**src/rtl/sid_write_arb.sv**
```systemverilog
// sid_write_arb: two-requester arbiter for the shared SID register write bus.
// A granted write waits for a clkEn strobe, then goes out as a single oWE
// pulse in a cycle where clkEn is low. Out-of-range addresses are acknowledged
// but dropped, and oDropCnt counts them.
// Optional feature: define SID_WRITE_SHADOW_EN to add a readable shadow copy
// of every issued register write. Without it, oRdData is tied to zero.
module sid_write_arb #(
  parameter logic [4:0] ADDR_MAX = 5'h18
) (
  input  logic       clk,
  input  logic       iRstN,
  input  logic       clkEn,
  input  logic       iReqA,
  input  logic [4:0] iAddrA,
  input  logic [7:0] iDataA,
  input  logic       iReqB,
  input  logic [4:0] iAddrB,
  input  logic [7:0] iDataB,
  output logic       oAckA,
  output logic       oAckB,
  output logic       oWE,
  output logic [4:0] oAddr,
  output logic [7:0] oData,
  output logic       oBusy,
  output logic [7:0] oDropCnt,
  input  logic [4:0] iRdAddr,
  output logic [7:0] oRdData
);

  typedef enum logic [1:0] {
    ST_IDLE,
    ST_WAIT,
    ST_ISSUE
  } state_t;

  logic [1:0] r_rstSync;
  logic       w_rstN;

  state_t     r_state;
  state_t     w_stateNxt;

  logic       w_grantA;
  logic       w_grantB;
  logic [4:0] w_selAddr;
  logic [7:0] w_selData;
  logic       w_inRange;
  logic       w_we;

  logic       r_ackA;
  logic       r_ackB;
  logic       r_favB;
  logic [4:0] r_addr;
  logic [7:0] r_data;
  logic [4:0] r_issAddr;
  logic [7:0] r_issData;
  logic [7:0] r_dropCnt;

  // Reset synchroniser: assertion is immediate, release is retimed to clk.
  always_ff @(posedge clk or negedge iRstN) begin
    if (!iRstN) begin
      r_rstSync <= '0;
    end else begin
      r_rstSync <= {r_rstSync[0], 1'b1};
    end
  end

  assign w_rstN = r_rstSync[1];

  // Grant selection in IDLE: a lone requester wins, on contention the one not granted last.
  always_comb begin
    w_grantA = 1'b0;
    w_grantB = 1'b0;
    if (r_state == ST_IDLE) begin
      if (iReqA && (!iReqB || !r_favB)) begin
        w_grantA = 1'b1;
      end else if (iReqB) begin
        w_grantB = 1'b1;
      end
    end
  end

  assign w_selAddr = w_grantB ? iAddrB : iAddrA;
  assign w_selData = w_grantB ? iDataB : iDataA;
  assign w_inRange = (w_selAddr <= ADDR_MAX);

  // Next-state and write-strobe decode.
  always_comb begin
    w_stateNxt = r_state;
    w_we       = 1'b0;
    case (r_state)
      ST_IDLE: begin
        if ((w_grantA || w_grantB) && w_inRange) begin
          w_stateNxt = ST_WAIT;
        end
      end
      ST_WAIT: begin
        if (clkEn) begin
          w_stateNxt = ST_ISSUE;
        end
      end
      ST_ISSUE: begin
        // Write is held back while clkEn is high, so a continuously asserted
        // enable stalls here rather than colliding with the voice update.
        if (!clkEn) begin
          w_we       = 1'b1;
          w_stateNxt = ST_IDLE;
        end
      end
      default: begin
        w_stateNxt = ST_IDLE;
      end
    endcase
  end

  // State register.
  always_ff @(posedge clk or negedge w_rstN) begin
    if (!w_rstN) begin
      r_state <= ST_IDLE;
    end else begin
      r_state <= w_stateNxt;
    end
  end

  // Accept pulses, latched request and round-robin pointer.
  always_ff @(posedge clk or negedge w_rstN) begin
    if (!w_rstN) begin
      r_ackA <= 1'b0;
      r_ackB <= 1'b0;
      r_favB <= 1'b0;
      r_addr <= '0;
      r_data <= '0;
    end else begin
      r_ackA <= w_grantA;
      r_ackB <= w_grantB;
      if (w_grantA || w_grantB) begin
        r_addr <= w_selAddr;
        r_data <= w_selData;
        r_favB <= w_grantA;
      end
    end
  end

  // Saturating count of accepted writes whose address was out of range.
  always_ff @(posedge clk or negedge w_rstN) begin
    if (!w_rstN) begin
      r_dropCnt <= '0;
    end else if ((w_grantA || w_grantB) && !w_inRange && (r_dropCnt != 8'hFF)) begin
      r_dropCnt <= r_dropCnt + 8'd1;
    end
  end

  // Last issued address/data, shown on the bus while no write is in flight.
  always_ff @(posedge clk or negedge w_rstN) begin
    if (!w_rstN) begin
      r_issAddr <= '0;
      r_issData <= '0;
    end else if (w_we) begin
      r_issAddr <= r_addr;
      r_issData <= r_data;
    end
  end

  assign oAckA    = r_ackA;
  assign oAckB    = r_ackB;
  assign oWE      = w_we;
  assign oAddr    = w_we ? r_addr : r_issAddr;
  assign oData    = w_we ? r_data : r_issData;
  assign oBusy    = (r_state != ST_IDLE);
  assign oDropCnt = r_dropCnt;

`ifdef SID_WRITE_SHADOW_EN
  localparam int unsigned DEPTH = int'(ADDR_MAX) + 1;

  logic [7:0] r_shadow [DEPTH];

  // Shadow register file, updated on every issued write.
  always_ff @(posedge clk or negedge w_rstN) begin
    if (!w_rstN) begin
      r_shadow <= '{default: '0};
    end else if (w_we) begin
      r_shadow[r_addr] <= r_data;
    end
  end

  assign oRdData = (iRdAddr <= ADDR_MAX) ? r_shadow[iRdAddr] : 8'h00;
`else
  logic w_unused_rdaddr;

  assign w_unused_rdaddr = ^iRdAddr;
  assign oRdData         = 8'h00;
`endif

endmodule

```
**config.mk**
```make
export PLATFORM = sky130hd
export DESIGN_NAME = sid_write_arb
export DESIGN_NICKNAME = d
export VERILOG_FILES = /design/src/rtl/sid_write_arb.sv
export SDC_FILE = /design/constraint.sdc
export NUM_CORES = 1
export LEC_CHECK = 0
export CORE_ASPECT_RATIO = 0.75
export CORE_MARGIN = 8
export CORE_UTILIZATION = 40
export DETAILED_ROUTE_END_ITERATION = 12
export PLACE_DENSITY = 0.74
export RECOVER_POWER = 25
export SYNTH_ARGS = -nofsm -noshare
export SYNTH_HDL_FRONTEND = slang
export SYNTH_SLANG_ARGS = --single-unit
```
**constraint.sdc**
```tcl
create_clock -name clk -period 2.9 [get_ports clk]
set_clock_uncertainty 0.05 [all_clocks]
set_input_delay 0.58 -clock clk [delete_from_list [all_inputs] [get_ports clk]]
set_output_delay 0.58 -clock clk [all_outputs]
set_load 0.05 [all_outputs]
```
## Word level (Yosys, flattened, before mapping)

Cells that the tools add are included.

- Register bits: 41
- Input bits: 36
- Output and inout port bits: 33
- Word-level logic and storage cells: 45

- $add $sub $neg: 1
- Order comparisons: 1
- Equality and inequality tests: 6
- Muxes and demuxes: 15
- Reductions and logical operators: 12

Operators with widths:

| operator | count |
|---|---|
| 2-to-1 mux 8 bit | 2 |
| 2-to-1 mux 5 bit | 2 |
| adder 8 x 1 -> 8 bit (second input constant) | 1 |
| != test 8 bit (second input constant) | 1 |
| 2-to-1 mux 1 bit | 7 |
| 2-to-1 mux 2 bit | 3 |
| one-hot mux 2 bit (3 select lines) | 1 |
| <= comparator 5 bit (second input constant) | 1 |
| logical AND 1 bit | 4 |
| != test 2 bit (second input constant) | 2 |
| logical NOT 1 bit | 3 |
| AND reduction 3 bit | 1 |
| == test 2 x 1 -> 1 bit (second input constant) | 1 |
| == test 2 bit (second input constant) | 1 |
| logical NOT 2 bit | 1 |
| logical OR 1 bit | 2 |
| != test 2 x 1 -> 1 bit (second input constant) | 1 |
| nonzero test 2 bit | 1 |

## Longest topological paths before layout

Gate-level depths: netlist of the first run.

- Depth in word-level cells: 10
- Gate-level depth with buffers: 6
- Depth with buffers taken out: 5

## Worst setup path before layout of the first run

No wires, ideal clock.

- Kind: input to output
- Start: input port clkEn
- End: output port oAddr[1]
- Arrival time: 1816 ps
- Data required time: 2270 ps
- Path slack: 454 ps
- Cell stages on the path: 3
- Buffers on the path: 1
- Cells stage by stage: nor2_1 > buf_2 > mux2_1

- Longest elaborated chain between the ends: 3

Ends and longest elaborated chain:

| what | line | RTL |
|---|---|---|
| from (decl) | 12 | `input logic clkEn,` |
| 2-to-1 mux 1 bit | 104 | `if (!clkEn) begin` |
| 2-to-1 mux 1 bit | 90 | `case (r_state)` |
| net oWE | 21 | `output logic oWE,` |
| 2-to-1 mux 5 bit | n/a |  |
| to (decl) | 22 | `output logic [4:0] oAddr,` |

The timed path passes the listed nets, and every way through them passes these cells.

## Worst setup path after layout of the first run

- Start: input port clkEn
- End: output port oAddr[2]

- Longest elaborated chain between the ends: 3

Ends and longest elaborated chain:

| what | line |
|---|---|
| 2-to-1 mux 1 bit | 104 |
| 2-to-1 mux 1 bit | 90 |
| 2-to-1 mux 5 bit | n/a |

Every way passes these cells.

==> results.toml, run 1 <==
[pwr]
p_clk_share_pct = 12.7
seqPwrFrac_pct = 34.2
p_leak_nw = 1.17
p_switching_mw = 1.19
p_comb_share_pct = 53.1
finalPower_mw = 2.65
internal_power_mw = 1.45
pwr_density_cell_nw_per_um2 = 1070
swShare_pct = 45.1
vdd_drop_max_mv = 0.624

[sta]
whs_ps = 310
slew_headroom_pct = -35.8
setup_viol = 0
fin_crit_sh_pct = 91.0
final-hold-violation-count = 0
fin_tns_setup_ps = 0
worst_slew_pin_slew_ps = 2040
rsz0062_at_grt = "false"
drv_slew = 40
fmax_ghz = 0.379
min_period_ps = 2640

[critical_path]
cp_cell_sequence = "clkdlybuf4s50_1 -> nor2_1 -> buf_12 -> mux2_1 -> buf_4"
crit_path_start = "clkEn"
crit_arrival_ps = 2010
r2r_slack_ps = 780
worstSetupPathType = "primary input to primary output"
timing.rr.start = "r_rstSync[1]"
cpPeakStageDelay_ps = 460
worst_path_max_delay_cell = "clkdlybuf4s50_1"
startpoint_type = "primary input"
crit_required_ps = 2270
crit_path_end_kind = "primary output"
crit_fanout = 14

[global_route]
grt_pass1_wl_um = 6320
grt_usage_pct = 11.9
grt.overflow.total = 0
first_global_vias = 1347
antenna_found_initial = 0
grt_max_degree = 40

[clocking]
ctsHtreeMaxLevel = 2
post-cts-setup-buffers = 0
cts_resized = 0
cts_made_buffers = 5
clkTransAtPathRegs_ps = 70
cts_root_buf = "clkbuf_8"
cts_tree = "yes"
cts-hold-fix-buffers = 0
clk_latency_ps = 290
clock_path_buffers = 2
clock_sinks = 41

[yosys]
ys_ff_latch = 41
synth_edf_count = 0
yosysWarnings = 0
syn_inst = 142
synth_area_sq_um = 1800
synth-seq-area-share_pct = 57.1
avgSynthCellArea_sq_um = 12.6
async_reset_ff_share_pct = 100
ys.flop_type = "dfrtp_1"
yosys.cell_types.count = 27

[routing]
vias = 1279
drt_iter0_drc = 64
drt-total-wl_um = 3900
remaining_drc_errors = 0
wl_per_cell_um = 15.1
firstDrtPassIters = 5
ant_nets = 0
vias_per_cell = 4.94

[status]
status = "finished, violations left"
violations = "capacitance limit, slew limit"

[final_layout]
num_antenna_cells = 0
final_nets = 240
area_growth_pct = 37.6
final_area_sq_um = 2470
drive_gt1_share_pct = 19.8
final-instance-count-excl-fill = 259

[floorplan]
die_h_um = 74.0
fp.dieArea_sq_um = 6910
core.rowCount = 21
core-area_sq_um = 4390
boundaryPins = 69
start_util_pct = 40.9
die_x_um = 93.4

[place]
dpl.cell_count = 253
dp.final_hpwl_um = 2970
gp_congestion = 0.711
post_dp_cell_area_sq_um = 2400
io_buffers = 55

[worst_hold_path]
hp-start = "r_rstSync[0]"
hp-class = "flip-flop to flip-flop"

[flow_run]
max_cap_violations = 1
[path summary, 6_finish.rpt]
path	endpoint	cells past startpoint
max	oAddr[2]	5
min	r_rstSync[1]	0
max reg2reg	oDropCnt[4]	1
min reg2reg	r_rstSync[1]	0
max in group asynchronous	oDropCnt[4]	1
min in group asynchronous	r_rstSync[1]	1
[cells in the mapped netlist (all sizes together) (2+ instances only)]
master   n  share of area, %
xor2     7               3.4
nor2     3              0.63
nand2   10               2.1
buf     11               4.2
nor4b    2               2.6
nor3     2              0.56
dfrtp   41                57
mux2i    5               2.8
nand2b   4               1.4
mux2    15               9.6
conb     2              0.42
inv      9               1.9
o311ai   2              0.98
a222oi   8               4.5
o21ai    8               2.2
clkbuf   2              0.42
and3     2              0.70
nand3    3              0.84
[cells by family after synthesis]
| group | count (synthesis) | synth area share (%) |
|---|---|---|
| buffers and inverters | 22 | 6.48 |
| flip-flops | 41 | 57.1 |
| other | 2 | 0.418 |
| adder cells (fa/ha/maj) | 1 | 0.697 |
| AO/OA/AOI/OAI | 21 | 8.99 |
| AND/OR/NAND/NOR | 28 | 10.5 |
| multiplexers | 20 | 12.4 |
| XOR/XNOR | 7 | 3.41 |
[power groups by stage]
| stage | combinational (mW) | sequential (mW) | clock, mW |
|---|---|---|---|
| 4_1_cts | 1.42 | 0.906 | 0.346 |
| 6_report | 1.40 | 0.906 | 0.337 |
| 3_5_place_dp | 1.42 | 0.915 | 0 |
| 3_3_place_gp | 1.40 | 0.907 | 0 |
| 5_1_grt | 1.50 | 0.931 | 0.377 |
| 2_1_floorplan | 0.862 | 1.01 | 0 |
[layout by cell type (no fill, tap or decap), types with 4 or more instances in the layout]
| cell | count |
|---|---|
| a222oi_1 | 8 |
| clkbuf_8 | 5 |
| nand2_1 | 10 |
| clkdlybuf4s50_1 | 40 |
| mux2_2 | 11 |
| nand2b_1 | 4 |
| dfrtp_1 | 41 |
| mux2i_1 | 5 |
| conb_1 | 9 |
| o21ai_0 | 7 |
| xor2_1 | 7 |
| inv_1 | 9 |
| buf_4 | 15 |
[cell type report]
class / instances / area [sq um]
fill: 376 / 1920
sequential: 41 / 1030
multi-input combinational: 86 / 679
timing repair buffer: 60 / 587
tap: 57 / 71.3
clock buffer: 5 / 68.8
inverter: 9 / 33.8
clock inverter: 1 / 5.00
[flip-flops by register name, indices dropped and copies added, names as in the netlist]
name / flops
oAckA: 1
oAckB: 1
oDropCnt: 8
r_addr: 5
r_data: 8
r_favB: 1
r_issAddr: 5
r_issData: 8
r_rstSync: 2
r_state: 2
[metrics by stage]
stage / setup WS [ps] / utilization [%]
floorplan: 454 / -
global placement: 282 / 54.7
detailed placement: 282 / 54.7
CTS: 271 / 56.4
global route: 188 / 56.3
finish: 260 / 56.3
[per-layer routing]
| metal | vias to the layer above | routed length [um] | GRT usage, % |
|---|---|---|---|
| li1 | 609 | - | - |
| met1 | 616 | 1820 | 15.0 |
| met2 | 47 | 1700 | 17.1 |
| met3 | 7 | 338 | 6.15 |
| met4 | 0 | 42 | 4.27 |
| met5 | - | 0 | 0 |
[critical path: cells and delay by family]
kind	cells	cell delay, ps
buffers and inverters	3	840
multiplexers	1	370
AND/OR/NAND/NOR	1	210
Power figures use the tool's default switching activity.
==> run 2: changes to the inputs <==
--- a/config.mk
+++ b/config.mk
@@ -9,7 +9,7 @@
 export CORE_MARGIN = 8
 export CORE_UTILIZATION = 40
 export DETAILED_ROUTE_END_ITERATION = 12
-export PLACE_DENSITY = 0.74
+export PLACE_DENSITY = 0.8
 export RECOVER_POWER = 25
 export SYNTH_ARGS = -nofsm -noshare
 export SYNTH_HDL_FRONTEND = slang
==> run 2 against run 1 <==
Effect of this change: the run now ends clean; non-clock buffer count is 1 lower; final cell count grew 0.39%; clock power increased by 59%; final area is 7.3% higher; register-to-register slack improved by 100 ps; worst setup slack gained 28 ps; utilization grew 4.1 points; hold slack got worse by 6.9 ps; wire length increased by 5.2%; critical path depth unchanged; sequential power up 1%; critical path type unchanged; largest cell class unchanged; largest power group unchanged; highest routed layer unchanged.
==> results.toml, run 2 (synthesis gave the netlist of run 1 again) <==
[final_layout]
area_growth_pct = 47.7
final_nets = 239
final_cell_mix = "dfrtp_1 (41), clkdlybuf4s50_1 (40), buf_12 (13)"
num_antenna_cells = 0
drive_gt1_share_pct = 20.7
final_common_cell = "dfrtp_1"
multi_input_comb_area_sq_um = 679
regArea_sq_um = 1030
fillers = 365

[clocking]
cts_root_buf = "clkbuf_8"
clkTransAtPathRegs_ps = 70
ctsHtreeMaxLevel = 2
post-cts-setup-buffers = 0
cts-hold-fix-buffers = 0
cts_tree = "yes"
cts_resized = 0
clock_path_buffers = 2
cts_made_buffers = 5
clk_latency_ps = 290
clock_sinks = 41

[pwr]
swShare_pct = 40.8
p_switching_mw = 1.25
p_comb_share_pct = 52.8
p_clk_share_pct = 17.4
vdd_drop_max_mv = 0.518
pwr_density_cell_nw_per_um2 = 1160
seqPwrFrac_pct = 29.8
p_leak_nw = 1.23
internal_power_mw = 1.82

[critical_path]
r2r_slack_ps = 880
crit_path_end_kind = "primary output"
reg2reg_depth = 5
r2r-end = "oDropCnt[1]"
worstSetupPathType = "primary input to primary output"
crit_required_ps = 2270
timing.rr.start = "r_state[0]"
crit_fanout = 14
startpoint_type = "primary input"
crit_arrival_ps = 1980

[place]
io_buffers = 55
dp.final_hpwl_um = 3110
gp_congestion = 0.775

[floorplan]
die_h_um = 74.0
core.rowCount = 21
boundaryPins = 69
start_util_pct = 40.9
core-area_sq_um = 4390
fp.dieArea_sq_um = 6910
die_x_um = 93.4

[routing]
ant_nets = 0
vias_per_cell = 4.90
drt-total-wl_um = 4100
drt_iter0_drc = 81
wl_per_cell_um = 15.8
vias = 1274
remaining_drc_errors = 0
firstDrtPassIters = 4

[worst_hold_path]
hp-class = "flip-flop to flip-flop"
hp-start = "r_rstSync[0]"
hold_path_depth = 0
min_to = "r_rstSync[1]"

[sta]
fmax_ghz = 0.383
rsz0062_at_grt = "false"
fin_crit_sh_pct = 90.1
whs_ps = 304
slew_headroom_pct = 1.11
final-hold-violation-count = 0
drv_slew = 0
min_period_ps = 2610
setup_viol = 0
fin_tns_setup_ps = 0
worst_slew_pin_slew_ps = 1480

[global_route]
grt.overflow.total = 0
grt_usage_pct = 12.8
antenna_found_initial = 0
grt_max_degree = 40
first_global_vias = 1361
grt_pass1_wl_um = 6730

[flow_run]
max_cap_violations = 0

[status]
status = "completed"
==> run 2: cell types whose count changed in the layout (fill, tap and decap cells not counted) <==
cell	delta
clkbuf_1	-1
buf_4	-10
bufinv_16	+2
buf_12	+10
==> run 2: power groups by stage <==
stage | combinational (mW) | clock [mW] | sequential (mW)
floorplan | 0.862 | 0 | 1.01
global placement | 1.61 | 0 | 0.909
detailed placement | 1.64 | 0 | 0.928
CTS | 1.64 | 0.554 | 0.918
global route | 1.72 | 0.569 | 0.945
finish | 1.62 | 0.536 | 0.915
==> run 2: worst max-delay path by stage <==
stage | start | endpoint | slack [ps] | cells past startpoint
after floorplan | clkEn | oAddr[1] | 450 | 3
after global placement | clkEn | oAddr[1] | 310 | 5
after global routing | clkEn | oAddr[2] | 260 | 5
final | clkEn | oAddr[1] | 290 | 5
after detailed placement | clkEn | oAddr[1] | 290 | 5
after CTS | clkEn | oAddr[1] | 270 | 5
==> run 2: cell type report <==
cell class | count | share of cell area (%)
Tap cell | 57 | 2.69
Sequential cell | 41 | 38.7
Clock buffer | 5 | 2.59
Inverter | 9 | 1.27
Multi-Input combinational cell | 86 | 25.6
Timing Repair Buffer | 59 | 26.7
Clock inverter | 3 | 2.45
==> run 2: metal layers <==
layer	vias to the layer above	share of wire [%]	track usage, %
met1	626	43	14.6
met4	0	1.3	7.47
met5	-	0	0
li1	600	-	-
met3	5	8.4	4.74
met2	43	48	20.3
==> run 2: worst max-delay path, stage by stage <==
cell	delay, ps
clkdlybuf4s50_1	440
nor2_1	210
buf_12	180
mux2_1	360
buf_4	200
==> run 2: through the flow <==
stage	cell area (sq um)	std cells	util [%]	power (mW)	setup WS, ps
floorplan	1820	149	-	1.87	454
global placement	2520	252	57.4	2.52	306
detailed placement	2520	252	57.4	2.57	286
CTS	2650	260	60.5	3.12	273
global route	2650	260	60.5	3.23	257
finish	2650	260	60.5	3.07	288
